$ cat src/rtl/serial_adder_pkg.sv
// Shared definitions for the bit-serial adder: FSM state encodings and
// the helper that sizes the bit counter from the operand width.
package serial_adder_pkg;

  typedef enum logic [1:0] {
    ST_IDLE = 2'd0,
    ST_RUN  = 2'd1,
    ST_DONE = 2'd2
  } state_e;

  // Counter width needed to count 0..width-1; never narrower than one bit.
  function automatic int calc_cnt_w(input int width);
    if (width <= 2) begin
      return 1;
    end
    return $clog2(width);
  endfunction

endpackage

$ cat src/rtl/full_adder.sv
// Single-bit full adder cell: s = a ^ b ^ ci, co = majority(a, b, ci).
module full_adder (
  input  logic a,
  input  logic b,
  input  logic ci,
  output logic s,
  output logic co
);

  assign s  = a ^ b ^ ci;
  assign co = (a & b) | (ci & (a ^ b));

endmodule

$ cat src/rtl/serial_adder.sv
// Bit-serial adder: operands are latched on an input handshake, fed LSB-first
// through one full_adder cell with a registered carry, and the assembled sum
// and carry-out are offered on an output handshake.
module serial_adder
  import serial_adder_pkg::*;
#(
  parameter int WIDTH = 8
) (
  input  logic             clk,
  input  logic             rst_n,
  input  logic             in_valid,
  output logic             in_ready,
  input  logic [WIDTH-1:0] a_in,
  input  logic [WIDTH-1:0] b_in,
  input  logic             cin,
  output logic             out_valid,
  input  logic             out_ready,
  output logic [WIDTH-1:0] sum,
  output logic             cout
);

  localparam int CNT_W = calc_cnt_w(WIDTH);
  localparam logic [CNT_W-1:0] CNT_LAST = CNT_W'(WIDTH - 1);
  localparam logic [CNT_W-1:0] CNT_ONE  = CNT_W'(1);

  state_e           state_q, state_d;
  logic [WIDTH-1:0] sa_q, sa_d;
  logic [WIDTH-1:0] sb_q, sb_d;
  logic [WIDTH-1:0] ss_q, ss_d;
  logic             c_q, c_d;
  logic [CNT_W-1:0] cnt_q, cnt_d;

  logic             fa_s;
  logic             fa_co;

  full_adder u_full_adder (
    .a  (sa_q[0]),
    .b  (sb_q[0]),
    .ci (c_q),
    .s  (fa_s),
    .co (fa_co)
  );

  // State, shift registers, carry and counter; reset discards any operation.
  always_ff @(posedge clk or negedge rst_n) begin
    if (!rst_n) begin
      state_q <= ST_IDLE;
      sa_q    <= '0;
      sb_q    <= '0;
      ss_q    <= '0;
      c_q     <= 1'b0;
      cnt_q   <= '0;
    end else begin
      state_q <= state_d;
      sa_q    <= sa_d;
      sb_q    <= sb_d;
      ss_q    <= ss_d;
      c_q     <= c_d;
      cnt_q   <= cnt_d;
    end
  end

  // Next-state and datapath control; handshake outputs depend on state only.
  always_comb begin
    state_d   = state_q;
    sa_d      = sa_q;
    sb_d      = sb_q;
    ss_d      = ss_q;
    c_d       = c_q;
    cnt_d     = cnt_q;
    in_ready  = 1'b0;
    out_valid = 1'b0;
    sum       = '0;
    cout      = 1'b0;

    case (state_q)
      ST_IDLE: begin
        in_ready = 1'b1;
        if (in_valid) begin
          state_d = ST_RUN;
          sa_d    = a_in;
          sb_d    = b_in;
          c_d     = cin;
          cnt_d   = '0;
          ss_d    = '0;
        end
      end
      ST_RUN: begin
        c_d   = fa_co;
        ss_d  = {fa_s, ss_q[WIDTH-1:1]};
        sa_d  = {1'b0, sa_q[WIDTH-1:1]};
        sb_d  = {1'b0, sb_q[WIDTH-1:1]};
        cnt_d = cnt_q + CNT_ONE;
        if (cnt_q == CNT_LAST) begin
          state_d = ST_DONE;
        end
      end
      ST_DONE: begin
        out_valid = 1'b1;
        sum       = ss_q;
        cout      = c_q;
        if (out_ready) begin
          state_d = ST_IDLE;
        end
      end
      default: begin
        state_d = ST_IDLE;
      end
    endcase
  end

endmodule

$ cat config.mk
export PLATFORM = sky130hd
export DESIGN_NAME = serial_adder
export DESIGN_NICKNAME = d
export VERILOG_FILES = /design/src/rtl/serial_adder_pkg.sv /design/src/rtl/full_adder.sv /design/src/rtl/serial_adder.sv
export SDC_FILE = /design/constraint.sdc
export NUM_CORES = 1
export LEC_CHECK = 0
export ABC_AREA = 1
export CORE_AREA = 4 4 60 62
export CTS_CLUSTER_DIAMETER = 100
export DETAILED_ROUTE_END_ITERATION = 8
export DIE_AREA = 0 0 64 66
export PLACE_DENSITY = 0.83
export SLEW_MARGIN = 40
export SYNTH_ARGS = -nofsm -noshare
export SYNTH_HDL_FRONTEND = slang
export SYNTH_SLANG_ARGS = --single-unit
$ cat constraint.sdc
create_clock -name clk -period 3.76 [get_ports clk]
set_clock_uncertainty 0.1 [all_clocks]
set_input_delay 0.752 -clock clk [delete_from_list [all_inputs] [get_ports clk]]
set_output_delay 0.752 -clock clk [all_outputs]
set_load 0.01 [all_outputs]
; ---- After elaboration in Yosys (flattened, before gate mapping)
; Cells that the tools add are included.
[classes]
addsub = 1
eq_ne = 6
mux = 18
bitwise = 5
n_reduce_logical = 4
[op_table]
columns = op, count
row1 = $pmux 8 s2, 3
row2 = $mux 8, 4
row3 = $mux 2, 3
row4 = $ne 2x2->1 const B, 3
row5 = $pmux 2 s3, 1
row6 = $pmux 3 s2, 1
row7 = $mux 1, 4
row8 = $add 3x1->3 const B, 1
row9 = $eq 3x3->1 const B, 1
row10 = $mux 3, 1
row11 = $reduce_and 3->1, 1
row12 = $and 1x1->1, 2
row13 = $eq 2x1->1 const B, 1
row14 = $eq 2x2->1 const B, 1
row15 = $logic_not 2->1, 1
row16 = $pmux 1 s2, 1
row17 = $reduce_and 2->1, 1
row18 = $reduce_bool 2->1, 1
row19 = $xor 1x1->1, 2
row20 = $or 1x1->1, 1
[word_totals]
reg_bits = 30
in_bits = 21
out_inout_bits = 11
elab_cells = 40

; ---- Longest topological paths before layout
; Gate-level depths: netlist of the first run.
[logic_depth]
word_depth = 4
ltp_mapped = 6
depth_no_buf = 5

; ---- Hierarchy
; Synthesis of the first run repeated with hierarchy kept, for this count alone.
[unflattened]
hier_cells = 205
hier_area_um2 = 1542.7
[modules_own_cells]
columns = module, n_inst, cells_each, area_each_um2, seq_area_each_um2
row1 = serial_adder, 1, 204, 1522.7, 750.7
row2 = full_adder, 1, 1, 20.0, 0.0

; ---- Worst setup path before layout of the first run
; No wires, ideal clock.
[synth_path]
path_kind = register to output
from = reg state_q[0]
to = out cout
arrival_ns = 0.920
t_required_ns = 2.908
slack_ns = 1.988
path_stages_with_launch = 5
n_path_buf = 1
cell_sequence = dfrtp_1 inv_2 nand2_1 buf_2 nor2_1
[synth_between]
elab_chain_len = 2
[synth_lines]
columns = element, line
row1 = from (decl), serial_adder.sv:26  ; state_e state_q, state_d;
row2 = from (signal assigned), serial_adder.sv:54  ; state_q <= state_d;
row3 = $eq 2x2->1, serial_adder.sv:76  ; case (state_q)
row4 = $mux 1, serial_adder.sv:76
row5 = to (decl), serial_adder.sv:19  ; output logic cout
; No other way between the ends.

; ---- Worst setup path after layout of the first run
[layout_path]
from = reg state_q[1]
to = out sum[1]
[layout_between]
elab_chain_len = 2
[layout_lines]
columns = element, line
row1 = $eq 2x2->1, serial_adder.sv:76
row2 = $mux 8, serial_adder.sv:76
row3 = to (decl), serial_adder.sv:18  ; output logic [WIDTH-1:0] sum,
; No other way between the ends.

==> results of run 1 <==
## cell type report
| cell class | count | area share, % |
|---|---|---|
| Sequential cell | 30 | 37.2 |
| Multi-Input combinational cell | 125 | 33.3 |
| Timing Repair Buffer | 33 | 16.1 |
| Inverter | 42 | 7.80 |
| Clock buffer | 7 | 2.72 |
| Tap cell | 44 | 2.72 |
| Clock inverter | 1 | 0.248 |
## cell families after synthesis
| kind of cell | after synthesis | synth area share [%] |
|---|---|---|
| and+or+nand+nor | 108 | 31.7 |
| buffers and inverters | 49 | 14.4 |
| DFF | 30 | 45.1 |
| AOI/OAI and AO/OA | 14 | 6.02 |
| adders and majority gates | 3 | 2.71 |
## layer usage
| layer | global-route usage (%) | up-vias | part of all wire [%] |
|---|---|---|---|
| li1 | - | 670 | - |
| met1 | 21.5 | 568 | 48 |
| met2 | 25.5 | 28 | 44 |
| met3 | 4.25 | 9 | 6.1 |
| met4 | 8.89 | 0 | 1.8 |
| met5 | 0 | - | 0 |
## sequential cells by signal, summed over array words and instances, names as in the netlist
signal	count
ss_q	8
state_q	2
c_q	1
cnt_q	3
sb_q	8
sa_q	8
## worst max-delay path: cells and delay by family, from the launching register on
family,cells,cell delay (ns)
buf+inv,1,0.57
flops,1,0.43
simple gates,2,0.45
## metrics by stage
step / area [sq um] / hold WS, ns
floorplan: 1660 / 0.346
global placement: 1960 / 0.361
detailed placement: 1960 / 0.365
CTS: 2020 / 0.388
global route: 2020 / 0.401
finish: 2020 / 0.385
## placed cells by master (no fill, tap or decap), drive strengths merged
master	instances
a21oi	2
clkbuf	7
inv	42
or2	1
nand3	19
clkdlybuf4s50	31
dfrtp	30
clkinv	1
o21ai	12
nor2	12
buf	2
ha	2
fa	1
nand2	76
## synthesized netlist by cell type, drive strengths merged
cell type	count
dfrtp	30
or2	1
fa	1
o21ai	12
ha	2
nand3	19
inv	42
nand2	76
buf	7
nor2	12
a21oi	2
## worst paths after layout
| kind | startpoint | endpoint |
|---|---|---|
| worst max-delay path | state_q[1] | sum[1] |
| worst min-delay path | ss_q[5] | ss_q[4] |
| worst max register to register | state_q[0] | ss_q[0] |
| worst min register to register | ss_q[5] | ss_q[4] |
| max in group asynchronous | rst_n | cnt_q[1] |
| min in group asynchronous | rst_n | ss_q[3] |
## power breakdown
| group | total (mW) | switching (mW) | internal (mW) |
|---|---|---|---|
| clock network | 0.198 | 0.107 | 0.0904 |
| logic | 0.641 | 0.389 | 0.252 |
| registers | 0.549 | 0.0793 | 0.470 |
==> impl_metrics.csv, run 1 <==
group,metric,value,unit
final_layout,multi_input_area,672,sq um
clock_tree,cts-root-buf,"clkbuf_4",
clock_tree,cts_tree,"built",
final_layout,fillCellCount,264,
worst_setup_path,crit_type,"flop to output port",
route,totalWireLength,2940,microns
sta,finalSetupTns,0,ns
place,placed_cells,274,
clock_tree,cts_made_buffers,5,
route,vias,1275,
synthesis,synth_cells,204,
synthesis,netlist_top_cells_area,"dfrtp_1 (45%), nand2_1 (17%), inv_1 (9.0%), nand3_2 (9.0%), buf_12 (2.4%)",
synthesis,synth_top_area_share,45.1,%
pwr,ir_worst_vdd,322,uV
global_routing,globalRouteTotalUtil,16.7,%
synthesis,synth-seq-cells,30,
route,drt_pass1_iterations,4,
worst_setup_path,endpoint_kind,"output port",
sta,timing.final.ws_setup,1.14,ns
route,drc,0,
route,drtIter0Drc,56,
sta,fin_crit,2.62,ns
final_layout,diodes,0,
place,gp_congestion,0.751,
synthesis,synth_cell_types,22,
pwr,power.density,687,mW/mm^2
sta,worstMarginPinSlew,0.488,ns
route,wl_per_cell,10.4,microns
sta,maxSlewHeadroom,67.3,%
place,dpl.hpwl,2070,microns
outcome,status,"finished, final reports clean",
synthesis,synth_nets,228,
floorplan,fp.dieH,66,microns
worst_setup_path,reg2reg_depth,4,
final_layout,final_nets,261,
sta,drv_slew,0,
route,viasPerCell,4.52,
final_layout,drive_above_1_share,15.1,%
floorplan,fp.dieW,64,microns
pwr,leakagePower,1.08,nW
synthesis,syn_avg_cell_area,8.15,sq um
final_layout,final_util,66.7,%
worst_setup_path,r2r_slack,2.24,ns
floorplan,start_util,54.9,%
global_routing,grt_pass1_wl,5380,microns
pwr,p_total,1.39,mW
sta,rsz0062_at_grt,"no",
clock_tree,cts_setup_buffers,0,
clock_tree,clk_latency,0.34,ns
floorplan,design.die.area,0.00422,sq mm
route,antenna_left,0,
synthesis,yosys.area.top_type,"dfrtp_1",
floorplan,ios,32,
final_layout,fin_cells,282,
worst_setup_path,required,2.91,ns
global_routing,antenna_found_initial,0,
worst_setup_path,path_cells,"nand2_1, nor2_1, clkdlybuf4s50_1",
clock_tree,h-tree-depth,2,
global_routing,overflow,0,
worst_setup_path,max_stage_delay,0.57,ns
clock_tree,ctsResizeCount,0,
clock_tree,cts_hold_buf,0,
sta,setup_violations,0,
worst_setup_path,arrival,1.77,ns
hold_path,holdPathStages,2,
place,pre_cts_ws,1.50,ns
clock_tree,clock_path_buffers,2,
worst_setup_path,cp-start-kind,"flop",
synthesis,ys.warnings.count,0,
hold_path,hp-class,"flop to flop",
clock_tree,clkSinkCount,30,
sta,finalHoldViolations,0,
floorplan,rows,20,
sta,fin_crit_sh,69.8,%
floorplan,core,0.00303,sq mm
sta,fmax,381,MHz
global_routing,grt_max_degree,31,
global_routing,grt_pass1_vias,1192,
job,maxCapViolCount,0,
synthesis,synth_seq_area_share,45.1,%
final_layout,syn_to_final_growth,21.5,%
synthesis,netlist_area,0.00166,sq mm
final_layout,seq_area,751,sq um
worst_setup_path,crit_fanout,11,
place,place.port_buffers,31,
worst_setup_path,slowest_stage,"clkdlybuf4s50_1",
clock_tree,clkTransAtPathRegs,0.09,ns
Note: power is estimated with default switching activity, not from simulation.
==> run 2: changes to the inputs <==
--- a/config.mk
+++ b/config.mk
@@ -6,11 +6,11 @@
 export NUM_CORES = 1
 export LEC_CHECK = 0
 export ABC_AREA = 1
-export CORE_AREA = 4 4 60 62
+export CORE_AREA = 4 4 63 65
 export CTS_CLUSTER_DIAMETER = 100
 export DETAILED_ROUTE_END_ITERATION = 8
-export DIE_AREA = 0 0 64 66
-export PLACE_DENSITY = 0.83
+export DIE_AREA = 0 0 67 69
+export PLACE_DENSITY = 0.76
 export SLEW_MARGIN = 40
 export SYNTH_ARGS = -nofsm -noshare
 export SYNTH_HDL_FRONTEND = slang
==> constraint.sdc (replaced) <==
create_clock -name clk -period 2.6 [get_ports clk]
set_clock_uncertainty 0.1 [all_clocks]
set_input_delay 0.52 -clock clk [delete_from_list [all_inputs] [get_ports clk]]
set_output_delay 0.52 -clock clk [all_outputs]
set_load 0.01 [all_outputs]
==> impl_metrics.csv, run 2 (synthesis results as in run 1) <==
group,metric,value,unit
outcome,status,"finished, final reports clean",
worst_setup_path,path_buf_inv,2,
sta,rsz0062_at_grt,"no",
worst_setup_path,path_cells,"buf_4, nor2_1, clkdlybuf4s50_1",
worst_setup_path,cp-start-kind,"flop",
sta,fin_crit_sh,91.2,%
worst_setup_path,cp_top_family,"buffers and inverters",
sta,fin_crit,2.37,ns
final_layout,diodes,0,
route,totalWireLength,3180,microns
pwr,ir_worst_vdd,464,uV
place,place.port_buffers,31,
final_layout,fillCellCount,331,
sta,drv_slew,0,
final_layout,fin_area,0.00202,sq mm
hold_path,hp-class,"flop to flop",
place,gp_congestion,0.754,
pwr,p_total,2.02,mW
worst_setup_path,cp.depth,3,
job,maxCapViolCount,0,
worst_setup_path,endpoint_kind,"output port",
global_routing,overflow,0,
clock_tree,clk_latency,0.33,ns
clock_tree,cts_made_buffers,5,
clock_tree,clock_path_buffers,2,
final_layout,drive_above_1_share,15.1,%
route,drt_pass1_iterations,4,
sta,fmax,422,MHz
clock_tree,h-tree-depth,2,
floorplan,ios,32,
floorplan,design.die.area,0.00462,sq mm
floorplan,rows,21,
sta,worstMarginPinSlew,0.514,ns
floorplan,fp.dieW,67,microns
clock_tree,clkSinkCount,30,
clock_tree,ctsResizeCount,0,
pwr,leakagePower,1.08,nW
final_layout,reg_top3,"sa_q: 8 flops, sb_q: 8 flops, ss_q: 8 flops",
route,wl_per_cell,11.2,microns
sta,setup_violations,0,
final_layout,final_cell_mix,"nand2_1 (74), inv_1 (40), clkdlybuf4s50_1 (31), dfrtp_1 (30), nand3_2 (15)",
final_layout,final_nets,261,
global_routing,globalRouteTotalUtil,15.7,%
worst_setup_path,arrival,1.75,ns
worst_setup_path,crit_type,"flop to output port",
pwr,power.density,1000,mW/mm^2
sta,finalSetupTns,0,ns
global_routing,grt_pass1_wl,5620,microns
route,viasPerCell,4.56,
worst_setup_path,required,1.98,ns
place,dpl.hpwl,2140,microns
global_routing,grt_max_degree,31,
route,drtIter0Drc,75,
worst_setup_path,critPathLaunch,"state_q[0]",
worst_setup_path,max_stage_delay,0.58,ns
worst_setup_path,reg2reg_depth,4,
final_layout,layout_commonest_cell,"nand2_1",
route,antenna_left,0,
hold_path,worstHoldStart,"cnt_q[1]",
global_routing,grt_pass1_vias,1284,
route,drc,0,
sta,finalHoldViolations,0,
global_routing,antenna_found_initial,0,
worst_setup_path,crit_fanout,21,
worst_setup_path,r2r-start,"state_q[0]",
clock_tree,cts_setup_buffers,0,
clock_tree,clkTransAtPathRegs,0.09,ns
final_layout,syn_to_final_growth,21.7,%
floorplan,start_util,49.8,%
floorplan,core,0.00334,sq mm
floorplan,fp.dieH,69,microns
route,vias,1296,
clock_tree,cts_tree,"built",
clock_tree,cts_hold_buf,0,
worst_setup_path,slowest_stage,"clkdlybuf4s50_1",
clock_tree,cts-root-buf,"clkbuf_4",
hold_path,holdPathStages,2,
place,place_area,0.00196,sq mm
sta,maxSlewHeadroom,65.6,%
[run 2: cell counts in the layout (fill, tap and decap cells not counted)]
Identical to the previous run, type by type.
[run 2: tightest hold or removal path, stage by stage (launching register included)]
cell and delay (ns):
dfrtp_1 0.35, nand2_1 0.05, nand2_1 0.05
[run 2: final cells by class]
| type | count | area [sq um] | share of cell area (%) |
|---|---|---|---|
| tap | 46 | 57.6 | 2.84 |
| inverter | 42 | 158 | 7.79 |
| timing repair buffer | 33 | 325 | 16.1 |
| multi-input combinational | 125 | 672 | 33.2 |
| clock buffer | 7 | 55.1 | 2.72 |
| sequential | 30 | 751 | 37.1 |
| clock inverter | 1 | 5.00 | 0.247 |
[run 2: path summary, 6_finish.rpt]
kind | endpoint | slack [ns]
worst max-delay path | in_ready | 0.23
worst min-delay path | cnt_q[1] | 0.38
worst max register to register | ss_q[0] | 1.06
worst min register to register | cnt_q[1] | 0.38
max in group asynchronous | sb_q[1] | 1.64
min in group asynchronous | sa_q[4] | 0.49
[run 2: stage by stage]
stage	instances	hold slack (ns)	util [%]	setup slack, ns
6_report	284	0.381	60.6	0.230
5_1_grt	284	0.407	60.6	0.0827
4_1_cts	284	0.389	60.6	0.195
3_5_place_dp	276	0.365	58.8	0.586
3_3_place_gp	276	0.360	58.8	0.613
2_1_floorplan	204	0.124	-	1.06
[run 2: routing by layer]
metal	routed length (microns)	track usage, %	vias up	share of wire (%)
met5	0	0	-	0
li1	-	-	665	-
met4	55	5.41	0	1.7
met2	1510	24.8	28	47
met1	1450	19.6	597	46
met3	163	5.36	6	5.1
[run 2: report_power, final]
group | total [mW] | internal, mW | switching [mW]
combinational | 0.941 | 0.362 | 0.579
clock | 0.289 | 0.131 | 0.158
sequential | 0.794 | 0.680 | 0.114
total | 2.02 | 1.17 | 0.851
==> run 3: changes to the inputs <==
--- a/config.mk
+++ b/config.mk
@@ -15,3 +15,4 @@
 export SYNTH_ARGS = -nofsm -noshare
 export SYNTH_HDL_FRONTEND = slang
 export SYNTH_SLANG_ARGS = --single-unit
+export TNS_END_PERCENT = 30
==> results of run 3 <==
Same layout as run 2: the final DEF is identical, and so are final timing and power.
